==> src/rtl/wave_analyzer.sv <==
// rtl/wave_analyzer.sv - period, peak/trough and shape measurement of a sample stream
module wave_analyzer #(
  parameter int DW     = 5,
  parameter int PW     = 8,
  parameter int THRESH = 10
) (
  input  logic          clk,
  input  logic          rst,
  input  logic [DW-1:0] din,
  input  logic          din_valid,
  input  logic          clear,
  output logic [PW-1:0] period,
  output logic [DW-1:0] wmax,
  output logic [DW-1:0] wmin,
  output logic [1:0]    shape,
  output logic          meas_valid,
  output logic          locked
);

  typedef enum logic [1:0] {IDLE, SEEK, MEAS} state_t;

  localparam logic [DW-1:0]      TH        = DW'(THRESH);
  localparam logic signed [DW:0] D_P1      = (DW+1)'(1);
  localparam logic signed [DW:0] D_M1      = (DW+1)'(-1);
  localparam logic signed [DW:0] D_P2      = (DW+1)'(2);
  localparam logic signed [DW:0] D_M2      = (DW+1)'(-2);
  localparam logic [1:0]         SH_SQUARE = 2'd0;
  localparam logic [1:0]         SH_SAW    = 2'd1;
  localparam logic [1:0]         SH_TRI    = 2'd2;
  localparam logic [1:0]         SH_UNK    = 2'd3;

  state_t        state;
  logic [DW-1:0] prev;
  logic [DW-1:0] run_max;
  logic [DW-1:0] run_min;
  logic [PW-1:0] pcnt;
  logic [PW-1:0] n_up1;
  logic [PW-1:0] n_dn1;
  logic [PW-1:0] n_flat;
  logic [PW-1:0] n_jup;
  logic [PW-1:0] n_jdn;
  logic          ovf;
  logic          have_prev;

  logic signed [DW:0] delta;
  logic               crossing;
  logic [PW-1:0]      pcnt_nx;
  logic [PW-1:0]      up1_nx;
  logic [PW-1:0]      dn1_nx;
  logic [PW-1:0]      flat_nx;
  logic [PW-1:0]      jup_nx;
  logic [PW-1:0]      jdn_nx;
  logic               ovf_nx;
  logic [DW-1:0]      max_nx;
  logic [DW-1:0]      min_nx;
  logic [1:0]         shape_nx;
  logic               lock_nx;

  function automatic logic [PW-1:0] sat_inc(input logic [PW-1:0] v, input logic en);
    if (en && (v != '1)) return v + PW'(1);
    return v;
  endfunction

  // Window contents as they would be after counting the current sample
  always_comb begin
    delta    = $signed({1'b0, din}) - $signed({1'b0, prev});
    crossing = (prev < TH) && (din >= TH);
    pcnt_nx  = sat_inc(pcnt, 1'b1);
    ovf_nx   = ovf | (pcnt_nx == '1);
    up1_nx   = sat_inc(n_up1,  delta == D_P1);
    dn1_nx   = sat_inc(n_dn1,  delta == D_M1);
    flat_nx  = sat_inc(n_flat, delta == '0);
    jup_nx   = sat_inc(n_jup,  delta >= D_P2);
    jdn_nx   = sat_inc(n_jdn,  delta <= D_M2);
    max_nx   = (din > run_max) ? din : run_max;
    min_nx   = (din < run_min) ? din : run_min;
    if (ovf_nx)
      shape_nx = SH_UNK;
    else if ((up1_nx != '0) && (dn1_nx != '0) && (flat_nx == '0) && (jup_nx == '0) && (jdn_nx == '0))
      shape_nx = SH_TRI;
    else if ((up1_nx != '0) && (jdn_nx == PW'(1)) && (dn1_nx == '0) && (flat_nx == '0) && (jup_nx == '0))
      shape_nx = SH_SAW;
    else if ((jup_nx == PW'(1)) && (jdn_nx == PW'(1)) && (up1_nx == '0) && (dn1_nx == '0))
      shape_nx = SH_SQUARE;
    else
      shape_nx = SH_UNK;
    // the output registers still hold the previous measurement here
    lock_nx = have_prev && (pcnt_nx == period) && (shape_nx == shape) && (shape_nx != SH_UNK);
  end

  // Measurement FSM: idle -> seek first crossing -> measure crossing to crossing
  always_ff @(posedge clk) begin
    if (rst) begin
      state      <= IDLE;
      prev       <= '0;
      run_max    <= '0;
      run_min    <= '0;
      pcnt       <= '0;
      n_up1      <= '0;
      n_dn1      <= '0;
      n_flat     <= '0;
      n_jup      <= '0;
      n_jdn      <= '0;
      ovf        <= 1'b0;
      have_prev  <= 1'b0;
      period     <= '0;
      wmax       <= '0;
      wmin       <= '0;
      shape      <= SH_UNK;
      meas_valid <= 1'b0;
      locked     <= 1'b0;
    end else if (clear) begin
      state      <= IDLE;
      prev       <= '0;
      run_max    <= '0;
      run_min    <= '0;
      pcnt       <= '0;
      n_up1      <= '0;
      n_dn1      <= '0;
      n_flat     <= '0;
      n_jup      <= '0;
      n_jdn      <= '0;
      ovf        <= 1'b0;
      have_prev  <= 1'b0;
      meas_valid <= 1'b0;
      locked     <= 1'b0;
    end else begin
      meas_valid <= 1'b0;
      if (din_valid) begin
        prev <= din;
        case (state)
          IDLE: state <= SEEK;
          SEEK: begin
            if (crossing) begin
              state   <= MEAS;
              pcnt    <= '0;
              n_up1   <= '0;
              n_dn1   <= '0;
              n_flat  <= '0;
              n_jup   <= '0;
              n_jdn   <= '0;
              ovf     <= 1'b0;
              run_max <= '0;
              run_min <= '1;
            end
          end
          MEAS: begin
            if (crossing) begin
              period     <= pcnt_nx;
              wmax       <= max_nx;
              wmin       <= min_nx;
              shape      <= shape_nx;
              locked     <= lock_nx;
              have_prev  <= 1'b1;
              meas_valid <= 1'b1;
              pcnt       <= '0;
              n_up1      <= '0;
              n_dn1      <= '0;
              n_flat     <= '0;
              n_jup      <= '0;
              n_jdn      <= '0;
              ovf        <= 1'b0;
              run_max    <= '0;
              run_min    <= '1;
            end else begin
              pcnt    <= pcnt_nx;
              n_up1   <= up1_nx;
              n_dn1   <= dn1_nx;
              n_flat  <= flat_nx;
              n_jup   <= jup_nx;
              n_jdn   <= jdn_nx;
              ovf     <= ovf_nx;
              run_max <= max_nx;
              run_min <= min_nx;
            end
          end
          default: state <= IDLE;
        endcase
      end
    end
  end

endmodule

==> config.mk <==
export PLATFORM = sky130hd
export DESIGN_NAME = wave_analyzer
export DESIGN_NICKNAME = d
export VERILOG_FILES = /design/src/rtl/wave_analyzer.sv
export SDC_FILE = /design/constraint.sdc
export NUM_CORES = 1
export LEC_CHECK = 0
export ABC_AREA = 1
export ABC_CLOCK_PERIOD_IN_PS = 5400
export CORE_MARGIN = 2
export CORE_UTILIZATION = 63
export DETAILED_ROUTE_END_ITERATION = 8
export PLACE_DENSITY = 0.94
export SYNTH_ARGS = -nofsm -noshare
export SYNTH_HDL_FRONTEND = slang
export SYNTH_SLANG_ARGS = --single-unit
==> constraint.sdc <==
create_clock -name clk -period 5.4 [get_ports clk]
set_input_delay 0.81 -clock clk [delete_from_list [all_inputs] [get_ports clk]]
set_output_delay 0.81 -clock clk [all_outputs]
set_load 0.005 [all_outputs]
==> impl_metrics.py <==
metrics = {
    "worst_setup_path": {
        "path_cells": "clkdlybuf4s50_1 > inv_1 > ha_1 > inv_1 > fa_1 > nand2_1 > nand2_1 > nand3_1 > nand2_2 > nor2_2 > buf_4 > nand3_4 > nand2_1 > nand2_1 > nor2_1 > nand2_1 > nor2_2 > nand3_2 > o21ai_0 > nand2_1 > xor2_1 > nand2_1 > a21oi_2",
        "crit_arrival_ps": 4350,
        "path_class": "input pin to flop",
        "critPathCaptureType": "flop",
        "cp-start-kind": "input pin",
        "cpMaxStageDelayCell": "clkdlybuf4s50_1",
        "worstPathRequired_ps": 5620,
        "cpMostUsedCell": "nand2_1",
        "critPathMaxFanout": 11,
        "crit_path_max_incr_delay_ps": 430,
    },
    "power": {
        "internal_power_mw": 0.9404,
        "swShare_pct": 29.71,
        "switchingPower_mw": 0.3975,
        "pwr-share-comb_pct": 15.0,
        "cellPowerDensity_nw_per_um2": 205.3,
        "power_frac_seq_pct": 49.4,
        "p_clk_share_pct": 35.7,
        "ir_worst_vdd_v": 0.0001878,
        "leakagePower_nw": 2.774,
        "p_total_mw": 1.338,
    },
    "floorplan": {
        "pin_count": 31,
        "start_util_pct": 64.74,
        "die_area_sq_um": 10290,
        "num_rows": 35,
        "dieWidth_microns": 101.4,
        "core_area_sq_um": 9240,
        "fp.dieH_microns": 101.4,
    },
    "clocking": {
        "cts_tree": "done",
        "cts_sinks": 89,
        "root_buffer": "clkbuf_8",
        "hold_buffers": 0,
        "numCtsBuffers": 9,
        "cts_resized": 0,
        "clk_pin_slew_ps": 80,
        "clk_latency_ps": 370,
        "cts_buffer_depth": 2,
        "h-tree-depth": 3,
        "cts_setup_buffers": 0,
    },
    "cells_and_area": {
        "most-common-layout-cells": "nand2_1, inv_1, dfxtp_1, nor2_1, a21oi_1",
        "diodes": 0,
        "stdcell_area_sq_um": 6516,
        "register_area_sq_um": 1782,
        "syn_to_final_growth_pct": 8.931,
        "nFillCells": 738,
        "final_common_cell": "nand2_1",
        "drive_gt1_share_pct": 6.173,
        "post-route-util_pct": 70.52,
        "multiInputGateArea_sq_um": 3623,
        "fin_nets": 997,
        "finalNonFillerCells": 1101,
    },
    "routing": {
        "wl_per_cell_microns": 12.05,
        "drt_iter0_drc": 360,
        "vias": 5857,
        "wl_microns": 13270,
        "dr.pass1.iters": 5,
        "vias_per_cell": 5.320,
        "drcViolationCount": 0,
        "antenna_left": 0,
    },
    "placed_design": {
        "io_buffers": 30,
        "gp_congestion": 0.8342,
        "dpl.cell_count": 1085,
        "place_ws_ps": 979.6,
        "place_area_sq_um": 6314,
        "dpl.hpwl_microns": 9117,
    },
    "logic_synthesis": {
        "synth_flop_cell": "dfxtp_1",
        "synth_area_leader_cell": "dfxtp_1",
        "synth_seq_cells": 89,
        "synthArstFlopShare_pct": 0,
        "synth_edf_count": 0,
        "yosysWarnings": 0,
        "syn_avg_cell_area_sq_um": 6.270,
        "synth_cells": 954,
        "synthesis.area_sq_um": 5982,
        "seq_area_frac_synth_pct": 29.78,
        "yosys.cell_types.count": 41,
        "synth_area_leaders": "dfxtp_1, nand2_1, inv_1, a21oi_1, nor2_1",
        "synth_top_area_share_pct": 29.78,
        "syn-num-nets": 984,
    },
    "timing": {
        "setup_slack_ps": 1273,
        "finalSetupViolCount": 0,
        "timing.fmax_mhz": 242.3,
        "holdWs_ps": 467.3,
        "finClkSkew_ps": 14.09,
        "slew_viol_final": 0,
        "tns_ps": 0,
        "hold_viol": 0,
        "relSlewSlack_pct": 24.56,
        "fin_crit_sh_pct": 76.42,
        "rsz0062_at_grt": "false",
        "worst_pin_slew_ps": 1129,
        "period_minus_slack_ps": 4127,
    },
    "global_route": {
        "grt_util_all_layers_pct": 27.50,
        "grt_pass1_vias": 5421,
        "grt_pass1_wl_microns": 23270,
        "grt_max_degree": 69,
        "antenna_found_initial": 0,
        "grt-ovfl-total": 0,
    },
    "outcome": {
        "status": "finished, final reports clean",
    },
    "hold_path": {
        "hold_class": "flop to flop",
    },
    "run": {
        "drv_cap": 0,
    },
}
[synthesized netlist by cell type, types with 9 or more instances]
| library cell | instances |
|---|---|
| dfxtp_1 | 89 |
| clkbuf_1 | 23 |
| nand2_2 | 10 |
| a21oi_1 | 74 |
| nand2_1 | 324 |
| o21ai_0 | 31 |
| nor3_1 | 10 |
| xor2_1 | 27 |
| inv_1 | 104 |
| nor2_1 | 81 |
| ha_1 | 20 |
| nor2_2 | 9 |
| nand4_1 | 23 |
| nand3_1 | 60 |
[final cells by class]
type                            instances  area share, %
Clock buffer                           10          1.959
Tap cell                              129          2.477
Clock inverter                          6          1.152
Inverter                              109          6.279
Multi-Input combinational cell        723          55.61
Timing Repair Buffer                   35          5.184
Sequential cell                        89          27.34
[state kept, by name, summed over array words and instances (netlist names)]
register and count:
meas_valid 1, shape 2, pcnt 8, n_dn1 8, wmax 5, locked 1, period 8, n_up1 8
run_min 5, wmin 5, n_flat 8, run_max 5, n_jup 8, ovf 1, n_jdn 8, have_prev 1
prev 5, state 2
[metal layers]
metal | share of wire (%) | GRT usage (%)
met4 | 1.9 | 10.81
met2 | 47 | 47.22
met5 | 0 | 0
met3 | 4.9 | 3.934
met1 | 47 | 34.88
[final timing paths]
check / start / endpoint / slack, ps / cells after the start
setup / recovery: din[0] / locked / 1270 / 23
hold / removal: have_prev / have_prev / 470 / 2
setup reg to reg: prev[2] / locked / 1910 / 21
hold reg to reg: have_prev / have_prev / 470 / 2
[critical path: cells and delay by family]
kind,cells,cell delay (ps)
XOR/XNOR,1,150
adder cells (fa/ha/maj),2,610
AO/OA/AOI/OAI,2,210
buffers and inverters,4,920
AND/OR/NAND/NOR,14,1650
[kinds of logic after synthesis]
family	share of synthesized area (%)
flops	29.78
compound gates	12.36
xor+xnor	4.685
fa+ha+maj	4.518
simple gates	38.88
buf+inv	9.768
[power groups by stage]
| stage | clock [mW] | combinational [mW] | sequential, mW |
|---|---|---|---|
| 6_report | 0.477 | 0.200 | 0.660 |
| 5_1_grt | 0.509 | 0.227 | 0.661 |
| 4_1_cts | 0.483 | 0.199 | 0.660 |
| 3_5_place_dp | 0 | 0.197 | 0.676 |
| 3_3_place_gp | 0 | 0.193 | 0.676 |
| 2_1_floorplan | 0 | 0.164 | 0.675 |
Note: power is estimated with default switching activity, not from simulation.
